### src/rtl/muldiv_unit.sv
// muldiv_unit: iterative RV32M multiply/divide unit for the execute stage.
// Radix-2 shift-add multiply and restoring divide, one result bit per cycle,
// sharing a single WIDTH+1-bit adder. Divide-by-zero and signed overflow
// complete on the accept edge without iterating.
module muldiv_unit #(
  parameter int WIDTH = 32,
  parameter int CNT_W = $clog2(WIDTH) + 1
) (
  input  logic             CLK,
  input  logic             RST,
  input  logic             StartE,
  input  logic             FlushE,
  input  logic [2:0]       OpE,
  input  logic [WIDTH-1:0] A,
  input  logic [WIDTH-1:0] B,
  output logic             BusyE,
  output logic             DoneE,
  output logic [WIDTH-1:0] ResultE,
  output logic [1:0]       Flags
);

  typedef enum logic [1:0] {
    S_IDLE,
    S_BUSY,
    S_FIX,
    S_DONE
  } state_e;

  typedef enum logic [2:0] {
    OP_MUL    = 3'b000,
    OP_MULH   = 3'b001,
    OP_MULHSU = 3'b010,
    OP_MULHU  = 3'b011,
    OP_DIV    = 3'b100,
    OP_DIVU   = 3'b101,
    OP_REM    = 3'b110,
    OP_REMU   = 3'b111
  } op_e;

  localparam logic [WIDTH-1:0] MIN_NEG = {1'b1, {(WIDTH-1){1'b0}}};

  state_e               state_q, state_d;
  op_e                  op_q, op_d;
  logic [CNT_W-1:0]     cnt_q, cnt_d;
  // Multiply: {hi, lo} product with the multiplier shifting out of lo.
  // Divide:   {rem, quo} with the dividend shifting into rem.
  logic [2*WIDTH-1:0]   prod_q, prod_d;
  // Multiplicand for multiply, divisor for divide.
  logic [WIDTH-1:0]     mcand_q, mcand_d;
  logic                 negres_q, negres_d;
  logic                 negrem_q, negrem_d;
  logic [WIDTH-1:0]     result_q, result_d;
  logic [1:0]           flags_q, flags_d;

  // Accept-time operand decode
  op_e                  op_in;
  logic                 a_sgn, b_sgn, a_neg, b_neg;
  logic [WIDTH-1:0]     a_abs, b_abs;
  logic                 in_is_div, div_zero, div_ovf;
  logic [WIDTH-1:0]     fast_res;

  // Shared adder
  logic [WIDTH:0]       add_a, add_b;
  logic                 add_cin;
  logic [WIDTH:0]       add_sum;
  logic                 add_co;
  logic [2*WIDTH-1:0]   iter_prod;

  // Final sign fix-up
  logic [2*WIDTH-1:0]   prod_fix;
  logic [WIDTH-1:0]     quo_fix, rem_fix, fix_res;

  assign op_in = op_e'(OpE);

  // Operand signedness, magnitudes and fast-path detection for a new request
  always_comb begin
    a_sgn     = (op_in == OP_MULH) || (op_in == OP_MULHSU) ||
                (op_in == OP_DIV)  || (op_in == OP_REM);
    b_sgn     = (op_in == OP_MULH) || (op_in == OP_DIV) || (op_in == OP_REM);
    a_neg     = a_sgn & A[WIDTH-1];
    b_neg     = b_sgn & B[WIDTH-1];
    a_abs     = a_neg ? -A : A;
    b_abs     = b_neg ? -B : B;
    in_is_div = OpE[2];
    div_zero  = in_is_div && (B == '0);
    div_ovf   = ((op_in == OP_DIV) || (op_in == OP_REM)) &&
                (A == MIN_NEG) && (B == '1);
    fast_res  = '0;
    if (div_zero) begin
      fast_res = OpE[1] ? A : '1;
    end else if (div_ovf) begin
      fast_res = OpE[1] ? '0 : A;
    end
  end

  // One multiply or divide step through the shared adder
  always_comb begin
    if (op_q[2]) begin
      add_a   = prod_q[2*WIDTH-1:WIDTH-1];
      add_b   = ~{1'b0, mcand_q};
      add_cin = 1'b1;
    end else begin
      add_a   = {1'b0, prod_q[2*WIDTH-1:WIDTH]};
      add_b   = {1'b0, mcand_q};
      add_cin = 1'b0;
    end
    {add_co, add_sum} = {1'b0, add_a} + {1'b0, add_b} + {{(WIDTH+1){1'b0}}, add_cin};

    if (op_q[2]) begin
      // Carry out of the trial subtraction means no borrow: keep the difference.
      iter_prod = add_co ? {add_sum[WIDTH-1:0], prod_q[WIDTH-2:0], 1'b1}
                         : {prod_q[2*WIDTH-2:0], 1'b0};
    end else begin
      iter_prod = prod_q[0] ? {add_sum, prod_q[WIDTH-1:1]}
                            : {1'b0, prod_q[2*WIDTH-1:1]};
    end
  end

  // Sign correction and result selection for the FIX cycle
  always_comb begin
    prod_fix = negres_q ? -prod_q : prod_q;
    quo_fix  = negres_q ? -prod_q[WIDTH-1:0] : prod_q[WIDTH-1:0];
    rem_fix  = negrem_q ? -prod_q[2*WIDTH-1:WIDTH] : prod_q[2*WIDTH-1:WIDTH];
    case (op_q)
      OP_MUL:                      fix_res = prod_fix[WIDTH-1:0];
      OP_MULH, OP_MULHSU, OP_MULHU: fix_res = prod_fix[2*WIDTH-1:WIDTH];
      OP_DIV, OP_DIVU:             fix_res = quo_fix;
      default:                     fix_res = rem_fix;
    endcase
  end

  // Next-state and datapath update
  always_comb begin
    state_d  = state_q;
    op_d     = op_q;
    cnt_d    = cnt_q;
    prod_d   = prod_q;
    mcand_d  = mcand_q;
    negres_d = negres_q;
    negrem_d = negrem_q;
    result_d = result_q;
    flags_d  = flags_q;

    case (state_q)
      S_IDLE: begin
        if (StartE) begin
          op_d = op_in;
          if (div_zero || div_ovf) begin
            result_d = fast_res;
            flags_d  = {div_zero, div_ovf & ~div_zero};
            state_d  = S_DONE;
          end else begin
            cnt_d    = CNT_W'(WIDTH);
            negres_d = a_neg ^ b_neg;
            negrem_d = a_neg;
            if (in_is_div) begin
              prod_d  = {{WIDTH{1'b0}}, a_abs};
              mcand_d = b_abs;
            end else begin
              prod_d  = {{WIDTH{1'b0}}, b_abs};
              mcand_d = a_abs;
            end
            state_d = S_BUSY;
          end
        end
      end
      S_BUSY: begin
        prod_d = iter_prod;
        cnt_d  = cnt_q - CNT_W'(1);
        if (cnt_q == CNT_W'(1)) begin
          state_d = S_FIX;
        end
      end
      S_FIX: begin
        result_d = fix_res;
        flags_d  = '0;
        state_d  = S_DONE;
      end
      default: begin
        state_d = S_IDLE;
      end
    endcase

    // Abort overrides everything above, including an accept in IDLE.
    if (FlushE) begin
      state_d  = S_IDLE;
      cnt_d    = '0;
      op_d     = op_q;
      prod_d   = prod_q;
      mcand_d  = mcand_q;
      negres_d = negres_q;
      negrem_d = negrem_q;
      result_d = result_q;
      flags_d  = flags_q;
    end
  end

  // State and datapath registers
  always_ff @(posedge CLK or posedge RST) begin
    if (RST) begin
      state_q  <= S_IDLE;
      op_q     <= OP_MUL;
      cnt_q    <= '0;
      prod_q   <= '0;
      mcand_q  <= '0;
      negres_q <= 1'b0;
      negrem_q <= 1'b0;
      result_q <= '0;
      flags_q  <= '0;
    end else begin
      state_q  <= state_d;
      op_q     <= op_d;
      cnt_q    <= cnt_d;
      prod_q   <= prod_d;
      mcand_q  <= mcand_d;
      negres_q <= negres_d;
      negrem_q <= negrem_d;
      result_q <= result_d;
      flags_q  <= flags_d;
    end
  end

  assign BusyE   = (state_q == S_BUSY) || (state_q == S_FIX);
  assign DoneE   = (state_q == S_DONE);
  assign ResultE = result_q;
  assign Flags   = flags_q;

endmodule
### config.mk
export PLATFORM = sky130hd
export DESIGN_NAME = muldiv_unit
export DESIGN_NICKNAME = d
export VERILOG_FILES = /design/src/rtl/muldiv_unit.sv
export SDC_FILE = /design/constraint.sdc
export NUM_CORES = 1
export LEC_CHECK = 0
export CAP_MARGIN = 20
export CORE_ASPECT_RATIO = 0.7
export CORE_MARGIN = 1.5
export CORE_UTILIZATION = 52
export CTS_BUF_LIST = sky130_fd_sc_hd__clkbuf_16
export DETAILED_ROUTE_END_ITERATION = 8
export GPL_TIMING_DRIVEN = 0
export PLACE_DENSITY = 0.72
export SETUP_SLACK_MARGIN = 0.2
export SLEW_MARGIN = 20
export SYNTH_ARGS = -nofsm -noshare
export SYNTH_HDL_FRONTEND = slang
export SYNTH_SLANG_ARGS = --single-unit
### constraint.sdc
create_clock -name CLK -period 9.7 [get_ports CLK]
set_input_delay 0.97 -clock CLK [delete_from_list [all_inputs] [get_ports CLK]]
set_output_delay 0.97 -clock CLK [all_outputs]
set_load 0.005 [all_outputs]
### After elaboration in Yosys (flattened, before gate mapping)

Index checks and enable logic that the tools add are counted.

| word-level totals | value |
|---|---|
| register bits after elaboration | 143 |
| input bits | 71 |
| output and inout port bits | 36 |
| word-level logic and storage cells | 107 |

| operators by class | value |
|---|---|
| $add $sub $neg | 8 |
| equality and inequality tests | 21 |
| muxes and demuxes | 36 |
| bitwise operators | 8 |
| reduce and logical (&&, ||, !) cells | 25 |

Operator list:

| cell | count |
|---|---|
| 32-bit two-way mux | 12 |
| 64-bit two-way mux | 6 |
| 32-bit negator | 4 |
| 64-bit case mux with 2 select lines | 1 |
| 32-bit case mux with 3 select lines | 1 |
| 33-bit two-way mux | 2 |
| 32-bit == test, second input constant | 2 |
| 64-bit negator | 1 |
| 32-bit case mux with 2 select lines | 1 |
| 33-bit by 33-bit adder with 34-bit output | 1 |
| 34-bit by 1-bit adder with 34-bit output | 1 |
| 32-bit NOT with 33-bit output | 1 |
| 32-bit zero test | 1 |
| 6-bit two-way mux | 3 |
| 3-bit == test, second input constant | 4 |
| 2-bit two-way mux | 6 |
| 6-bit case mux with 2 select lines | 1 |
| 4-bit AND reduction | 3 |
| 3-bit by 2-bit == test with 1-bit output, second input constant | 3 |
| 3-bit inequality test, second input constant | 3 |
| 1-bit logical OR | 8 |
| 3-bit by 1-bit == test with 1-bit output, second input constant | 2 |
| 6-bit by 1-bit == test with 1-bit output, second input constant | 1 |
| 2-bit inequality test, second input constant | 3 |
| 18 further kinds | 27 |

### Longest topological paths before layout

Gate-level depths: netlist of the first run.

| logic depth | value |
|---|---|
| depth after elaboration | 10 |
| gate-level depth with buffers | 19 |
| depth with buffers taken out | 12 |

### Worst setup path before layout of the first run

No wires, ideal clock.

| timing | value |
|---|---|
| path kind | reg2reg |
| from | register op_q[2] |
| to | register prod_q[55] |
| setup time | 0.126 ns |
| arrival time | 4.756 ns |
| data required time | 9.574 ns |
| setup slack | 4.817 ns |
| stages on the path, launching flop included | 17 |
| buffers on the path | 5 |
| clock period less this slack | 4.883 ns |
| path through | dfrtp_1 -> clkbuf_1 -> clkbuf_1 -> buf_1 -> clkbuf_1 -> o21ai_0 -> fa_1 -> a211o_1 -> a311o_1 -> a221oi_1 -> o31ai_1 -> and2_1 -> clkbuf_1 -> a31oi_1 -> xnor2_1 -> a21o_1 -> a311o_1 |

| between the ends | value |
|---|---|
| longest elaborated chain between the ends | 6 |
| elaborated cells on any way between the ends | 9 |
| those cells by class | 2 x add/sub; 7 x mux |

RTL lines:

| what | RTL line | text |
|---|---|---|
| from (decl) | 43 | `op_e op_q, op_d;` |
| from (signal assigned) | 212 | `op_q <= op_d;` |
| 33-bit two-way mux | 98 | `if (op_q[2]) begin` |
| 33-bit by 33-bit adder with 34-bit output | 107 | `{add_co, add_sum} = {1'b0, add_a} + {1'b0, add_b} + {{(WIDTH+1){1'b0}}, add_cin};` |
| 34-bit by 1-bit adder with 34-bit output | 107 |  |
| 64-bit two-way mux, on equally long branches | 114, 111 |  |
| 64-bit two-way mux (*) | 109 | `if (op_q[2]) begin` |
| 64-bit case mux with 2 select lines (*) | 144 | `case (state_q)` |
| to (signal assigned) | 214 | `prod_q <= prod_d;` |
| to (decl) | 47 | `logic [2*WIDTH-1:0] prod_q, prod_d;` |

Mark *: on every way between the ends. The rest lies on a longest branch, timed or not.
A chain may end at the register's enable or synchronous reset.

### Worst setup path in the final report of the first run

| timing | value |
|---|---|
| from | register op_q[2] |
| to | register prod_q[51] |

The elaborated chain is that of the path after synthesis.

==> key figures, run 1 <==
Logic synthesis
  – Ys flop type: dfrtp_1
  – Async S/R FF share, synth: 100%
  – Sequential fraction of the synthesis area: between 20% and 30%
  – Yosys top cell by area: dfrtp_1
  – Mapped cell area: 14400 µm²
  – Top-count cell post-synth: nand2_1
  – Yosys warns: 0
  – Synthesized instance count: around 1900
  – Synth cell count leaders: 220 x nand2_1, 176 x nor2_1, 168 x a21oi_1
  – Post-synth top area share: around 25%
  – Post-synth EDFFs: 0
  – #FFs+latches synth: about 140
  – Synth cell types: between 70 and 80
  – Avg Cell Area, Syn: 7.56 µm²
  – Synth area leaders: dfrtp_1 25%, xor2_1 6.0%, a21oi_1 5.8%
  – Syn nets: ~2000

STA
  – RSZ-0062 raised after global routing: false
  – Final Critical Period: around 7.0 ns
  – Fin crit share: 72.1%
  – Fin. max-slew vios: 0
  – Final setup violation count: 0
  – Slew margin rel.: 24.5%
  – Max Freq: 143 MHz
  – Setup TNS Final: 0 ns
  – Slew @ Worst Pin: between 1 and 1.5 ns
  – Clock Skews: about 0.018 ns
  – Final WS setup: roughly 2.7 ns
  – Final Hold Fails: 0

Status
  – Outcome: complete, no violations

Flow run
  – Max-cap violations: 0

Detailed routing
  – Post-Route WL: 62000 µm
  – ANT nets after route: 0
  – Avg Vias per Cell: 6.80
  – Drt first pass iters: 8
  – Total vias in the final route: between 15000 and 20000
  – Starting DRC count in detailed routing: 2360
  – DR DRC count: 0
  – Post-DR wirelength/cell: between 20 and 30 µm

Critical path
  – WP data arrival: about 7.4 ns
  – Startpoint Class: flip-flop
  – Worst r2r src: op_q[2]
  – Terminus of the critical flop-to-flop path: prod_q[51]
  – CP endpoint: prod_q[51]
  – Reg2Reg Setup Slack: 2.71 ns
  – FF-to-FF path depth: 15
  – Crit path from: op_q[2]
  – Max Fanout on Critical Path: 10
  – WP data required: around 10 ns
  – CP endpoint kind: flip-flop
  – Worst setup path class: reg -> reg

Cells and area
  – Nets@finish: 2140
  – Util after Layout: between 60% and 70%
  – Layout cells sized above 1: under 10%
  – Area grow syn2layout: 15.0%
  – Final antenna diode count: 0
  – Fill cells: 2526

Placement
  – GPL Wtd Cong: about 1.1
  – Dpl ws: ~3.1 ns
  – HPWL after DPL: between 40000 and 50000 µm
  – I/O Buffers: roughly 100

Clocking
  – CTS Root Cell: clkbuf_16
  – Reg clk slew, reported paths: ~0.080 ns
  – CTS resizes: 0
  – Post-CTS Setup Repair Bufs: 0
  – Skew-Pair Late Insertion Delay: 0.46 ns
  – CTS tree: done
  – Max Buffers Root-to-Sink: 2
  – Htree depth: 4
  – Sink Count: approximately 140
  – TritonCTS Buffers: 17
  – Hold buffers post-CTS: 0

Die
  – Die H: between 100 and 150 µm
  – Placeable Area: roughly 27000 µm²
  – Row cnt: 50
  – IO Pins: ~110
  – Initial Utilization: 53.4%
  – DIE AREA: ~29000 µm²
  – Die W: 202 µm

Pwr
  – P per Cell Area: between 400 and 500 nW/µm²
  – P_leak: ~6.7 nW
  – Pwr Total: ~6.7 mW
  – Maximum VDD drop: roughly 320 µV

GRT
  – Met3 Usage GRT: between 15 and 20%
  – GR peak layer: met1
  – Vias in the first global route: 14500
  – Global-route track usage on met2: between 50 and 60%
  – Met1 Usage GRT: 60.4%
  – Total GRT Usage: between 40% and 50%
  – Pin count of the biggest net entering global routing: around 90
  – GRT overflow: 0
  – Antenna violations before repair: 0
  – First-pass GRT wire length: 92400 µm

Min path
  – Hold Path Class: reg -> reg
## critical path, cell delays in order, from the launching register on
cell and delay, ns:
dfrtp_1 0.55, clkbuf_1 0.60, clkbuf_1 0.55, clkbuf_1 0.54
clkbuf_1 0.58, xor2_1 0.34, ha_1 0.24, a2111o_1 0.11
a31oi_1 0.06, nor4b_1 0.96, a21oi_1 0.23, o41ai_1 0.99
a211oi_1 0.21, xnor2_1 0.63, mux2i_1 0.14, o21ai_0 0.18
## layout make-up
type	count	area (µm²)	area share, %
Inverter	28	113	0.681
Sequential cell	143	3580	21.6
Multi-Input combinational cell	1566	10100	61.0
Clock inverter	15	190	1.15
Tap cell	364	455	2.75
Clock buffer	17	425	2.57
Buffer	165	628	3.80
Timing Repair Buffer	105	1070	6.46
## registers in the layout, indices dropped and copies added, names as in the netlist
signal and count:
prod_q 64, ResultE 32, mcand_q 32, cnt_q 6
op_q 3, Flags 2, state_q 2, negrem_q 1
negres_q 1
## metrics by stage
step / cell area, µm² / hold slack (ns) / cells
finish: 16500 / 0.488 / 2403
global route: 16500 / 0.523 / 2403
CTS: 16500 / 0.486 / 2403
detailed placement: 15900 / 0.470 / 2371
global placement: 15900 / 0.462 / 2370
floorplan: 14400 / 0.464 / 1902
## layout by cell type, fill, tap and decap left out, types with 57 or more instances in the layout
master           synthesis  final
a21oi_1                168    168
nor2_1                 176    176
clkbuf_1               143    143
dfrtp_1                143    143
o31ai_1                 57     57
o21ai_0                164    164
nand2_1                220    220
clkdlybuf4s50_1          0    104
mux2_2                  72     72
xnor2_1                 82     82
xor2_1                  98     98
## cell families after synthesis
group | count (synthesis) | synth area share [%]
AO/OA/AOI/OAI | 614 | 27.1
XOR/XNOR | 180 | 11.0
adder cells (fa/ha/maj) | 43 | 3.79
buffers and inverters | 193 | 5.10
flip-flops | 143 | 24.9
multiplexers | 112 | 8.42
AND/OR/NAND/NOR | 617 | 19.8
## routing by layer
layer	up-vias	share of wire, %
li1	7221	-
met1	7736	42
met2	1219	39
met3	165	16
met4	0	3.7
met5	-	0
## worst min path at each step
stage,from,endpoint,slack (ns),cells past startpoint
2_1_floorplan,cnt_q[4],cnt_q[4],0.46,2
3_3_place_gp,ResultE[7],ResultE[7],0.46,2
3_5_place_dp,ResultE[18],ResultE[18],0.47,2
4_1_cts,ResultE[18],ResultE[18],0.49,2
5_1_grt,ResultE[30],ResultE[30],0.52,2
6_report,ResultE[15],ResultE[15],0.49,2
## report_power, final
| group | switching (mW) | internal (mW) | total [mW] |
|---|---|---|---|
| Combinational | 3.30 | 1.65 | 4.95 |
| Sequential | 0.268 | 0.841 | 1.11 |
| Clock | 0.339 | 0.350 | 0.690 |
| Total | 3.91 | 2.84 | 6.75 |
No activity file was read; power rests on OpenSTA's default activity.
==> run 2: changes to the inputs <==
--- a/config.mk
+++ b/config.mk
@@ -12,7 +12,7 @@
 export CTS_BUF_LIST = sky130_fd_sc_hd__clkbuf_16
 export DETAILED_ROUTE_END_ITERATION = 8
 export GPL_TIMING_DRIVEN = 0
-export PLACE_DENSITY = 0.72
+export PLACE_DENSITY = 0.75
 export SETUP_SLACK_MARGIN = 0.2
 export SLEW_MARGIN = 20
 export SYNTH_ARGS = -nofsm -noshare
==> constraint.sdc (replaced) <==
create_clock -name CLK -period 5.8 [get_ports CLK]
set_input_delay 0.58 -clock CLK [delete_from_list [all_inputs] [get_ports CLK]]
set_output_delay 0.58 -clock CLK [all_outputs]
set_load 0.005 [all_outputs]
==> key figures, run 2 (synthesized netlist as in run 1, its figures left out) <==
Clocking
  – Hold buffers post-CTS: 0 (unchanged)
  – Max Buffers Root-to-Sink: 2 (unchanged)
  – Skew-Pair Late Insertion Delay: 0.46 ns (about the same)
  – TritonCTS Buffers: 17 (unchanged)
  – CTS tree: done
  – CTS Root Cell: clkbuf_16
  – Sink Count: 143 (unchanged)
  – Reg clk slew, reported paths: 0.07 ns (about the same)
  – Htree depth: 4 (unchanged)
  – Post-CTS Setup Repair Bufs: 0 (unchanged)

STA
  – Fin crit share: 93.0% (+21 points)
  – Slew margin rel.: 15.4% (-9.0 points)
  – Final Critical Period: 5.39 ns (-1.60 ns)
  – Max Freq: 185 MHz (+30%)
  – Clock Skews: 0.0110 ns (-0.00653 ns)
  – Slew @ Worst Pin: 1.24 ns (+0.119 ns)
  – RSZ-0062 raised after global routing: false
  – Final setup violation count: 0 (unchanged)
  – Fin. max-slew vios: 0 (unchanged)
  – Final Hold Fails: 0 (unchanged)

Detailed routing
  – Drt first pass iters: 6 (-2)
  – Total vias in the final route: 16400 (+0.23%)
  – Avg Vias per Cell: 6.82 (+0.31%)
  – ANT nets after route: 0 (unchanged)
  – Starting DRC count in detailed routing: 2372 (+0.51%)
  – Post-DR wirelength/cell: 26.3 µm (+2.1%)
  – DR DRC count: 0 (unchanged)
  – Post-Route WL: 63300 µm (+2.0%)

Cells and area
  – Max reg flops: 64 (unchanged)
  – Footprint of the multi-input gates: 10100 µm² (+0.25%)
  – Fill cells: 2459 (-2.7%)
  – Layout cells sized above 1: 7.22% (+0.64 points)
  – Final instance area: 16600 µm² (+0.33%)
  – Final antenna diode count: 0 (unchanged)
  – Most common cell after layout, fill and taps aside: nand2_1
  – Fin cells: 2401 (-0.083%)
  – Commonest cells after routing, fill and taps aside: 220 x nand2_1, 176 x nor2_1, 168 x a21oi_1, 164 x o21ai_0, 143 x dfrtp_1
  – Nets@finish: 2139 (-0.047%)
  – Area grow syn2layout: 15.3%
  – Seq. cell area: 3580 µm² (unchanged)
  – Biggest register: prod_q

Critical path
  – FF-to-FF path depth: 16 (+1)
  – Crit path from: op_q[2]
  – Worst setup path class: reg -> reg
  – Crit path max-delay cell type: dfrtp_1
  – WP data arrival: 5.72 ns (-1.64 ns)
  – Max stage delay on crit path: 0.56 ns (-0.43 ns)
  – Max Fanout on Critical Path: 10 (unchanged)
  – CP endpoint kind: flip-flop
  – Reg2Reg Setup Slack: 0.41 ns (-2.30 ns)
  – Startpoint Class: flip-flop
  – Worst r2r src: op_q[2]
  – WP data required: 6.13 ns (-3.94 ns)
  – Crit path top cell by count: buf_2
  – Terminus of the critical flop-to-flop path: prod_q[57]
  – CP Cell Sequence: clkbuf_4, buf_2, clkbuf_2, buf_2, xor2_1, fa_1, a211o_1, a311o_1, a221oi_4, o31ai_1, and2_1, clkbuf_1, a221oi_1, xnor2_1, o221ai_1, o21ai_0

Pwr
  – P per Cell Area: 692 nW/µm² (+70%)
  – P_leak: 6.71 nW (+0.81%)
  – Maximum VDD drop: 492 µV (+54%)

Min path
  – Hold-critical path depth: 2 (unchanged)
  – Worst Hold End: ResultE[0]
  – Hold path start: ResultE[0]
  – Hold Path Class: reg -> reg

GRT
  – Total GRT Usage: 43.9% (+1.1 points)
  – First-pass GRT wire length: 93700 µm (+1.4%)
  – Antenna violations before repair: 1 (+1)
  – Vias in the first global route: 14700 (+1.6%)
  – Pin count of the biggest net entering global routing: 99 (+7.6%)
  – GRT overflow: 0 (unchanged)

Die
  – Initial Utilization: 53.4% (unchanged)
  – Die H: 142 µm (unchanged)
  – DIE AREA: 28700 µm² (unchanged)
  – Die W: 202 µm (unchanged)
  – Row cnt: 50 (unchanged)
  – Placeable Area: 27000 µm² (unchanged)
  – IO Pins: 107 (unchanged)

Flow run
  – Max-cap violations: 0 (unchanged)

Placement
  – GPL Wtd Cong: 1.02 (-2.7%)
  – I/O Buffers: 104 (unchanged)
  – Post-DP Area: 15900 µm² (about the same)
  – Placed Instances: 2371 (unchanged)
  – HPWL after DPL: 50200 µm (+2.0%)

Status
  – Outcome: complete, no violations
[run 2: cell count changes in the layout (fill, tap and decap cells not counted), moves of 2 or more]
| cell | delta |
|---|---|
| clkbuf_1 | -11 |
| clkinv_8 | -7 |
| clkbuf_2 | +6 |
| buf_2 | +5 |
| bufinv_16 | +4 |
| buf_1 | -3 |
| inv_8 | -3 |
| clkbuf_4 | +2 |
| clkinv_4 | +2 |
| inv_6 | +2 |
[run 2: metrics by stage]
step                      worst slack [ns]  setup TNS (ns)  utilization [%]  hold slack, ns  power (mW)
after floorplan                      0.917               0                -           0.464        7.08
after global placement              -0.747         -118.69             58.9           0.464        9.63
after detailed placement            -0.742          -17.41             59.0           0.470        9.74
after CTS                            0.110               0             61.5           0.480        11.0
after global routing                 0.213               0             61.5           0.517        12.1
final                                0.408               0             61.5           0.482        11.5
[run 2: layout make-up]
class,instances,area share [%]
multi-input combinational,1566,60.9
sequential,143,21.6
timing repair buffer,105,6.44
buffer,164,3.89
tap,364,2.74
clock buffer,17,2.56
clock inverter,14,1.21
inverter,28,0.679
[run 2: power breakdown]
| part | internal [mW] | switching (mW) | leakage [nW] | total (mW) |
|---|---|---|---|---|
| clock network | 0.725 | 0.498 | 0.303 | 1.22 |
| registers | 1.41 | 0.450 | 1.87 | 1.86 |
| logic | 2.78 | 5.62 | 4.54 | 8.41 |
[run 2: worst max-delay path: cells and delay by family, from the launching register on]
| kind | cells | cell delay, ns |
|---|---|---|
| AO/OA/AOI/OAI | 7 | 2.09 |
| buffers and inverters | 5 | 1.55 |
| flip-flops | 1 | 0.56 |
| adder cells (fa/ha/maj) | 1 | 0.47 |
| XOR/XNOR | 2 | 0.45 |
| AND/OR/NAND/NOR | 1 | 0.15 |
[run 2: worst max path at each step]
stage,slack [ns],depth (start not counted),end
floorplan,0.92,16,prod_q[55]
global placement,-0.75,2,mcand_q[14]
detailed placement,-0.74,16,prod_q[57]
CTS,0.11,16,prod_q[57]
global route,0.21,16,prod_q[57]
finish,0.41,16,prod_q[57]
[run 2: timing repair]
action	in CTS	in global routing
pin swaps	0	0
setup endpoints to repair	33	30
resized for setup	14	10
[run 2: layer usage]
layer  routed length (µm)  vias to the layer above  global-route usage [%]
met3                 9540                      189                    14.8
met1                26600                     7718                    63.1
met4                 2940                        2                    20.0
met2                24200                     1257                    58.4
met5                   13                        -                       0
li1                     -                     7212                       -
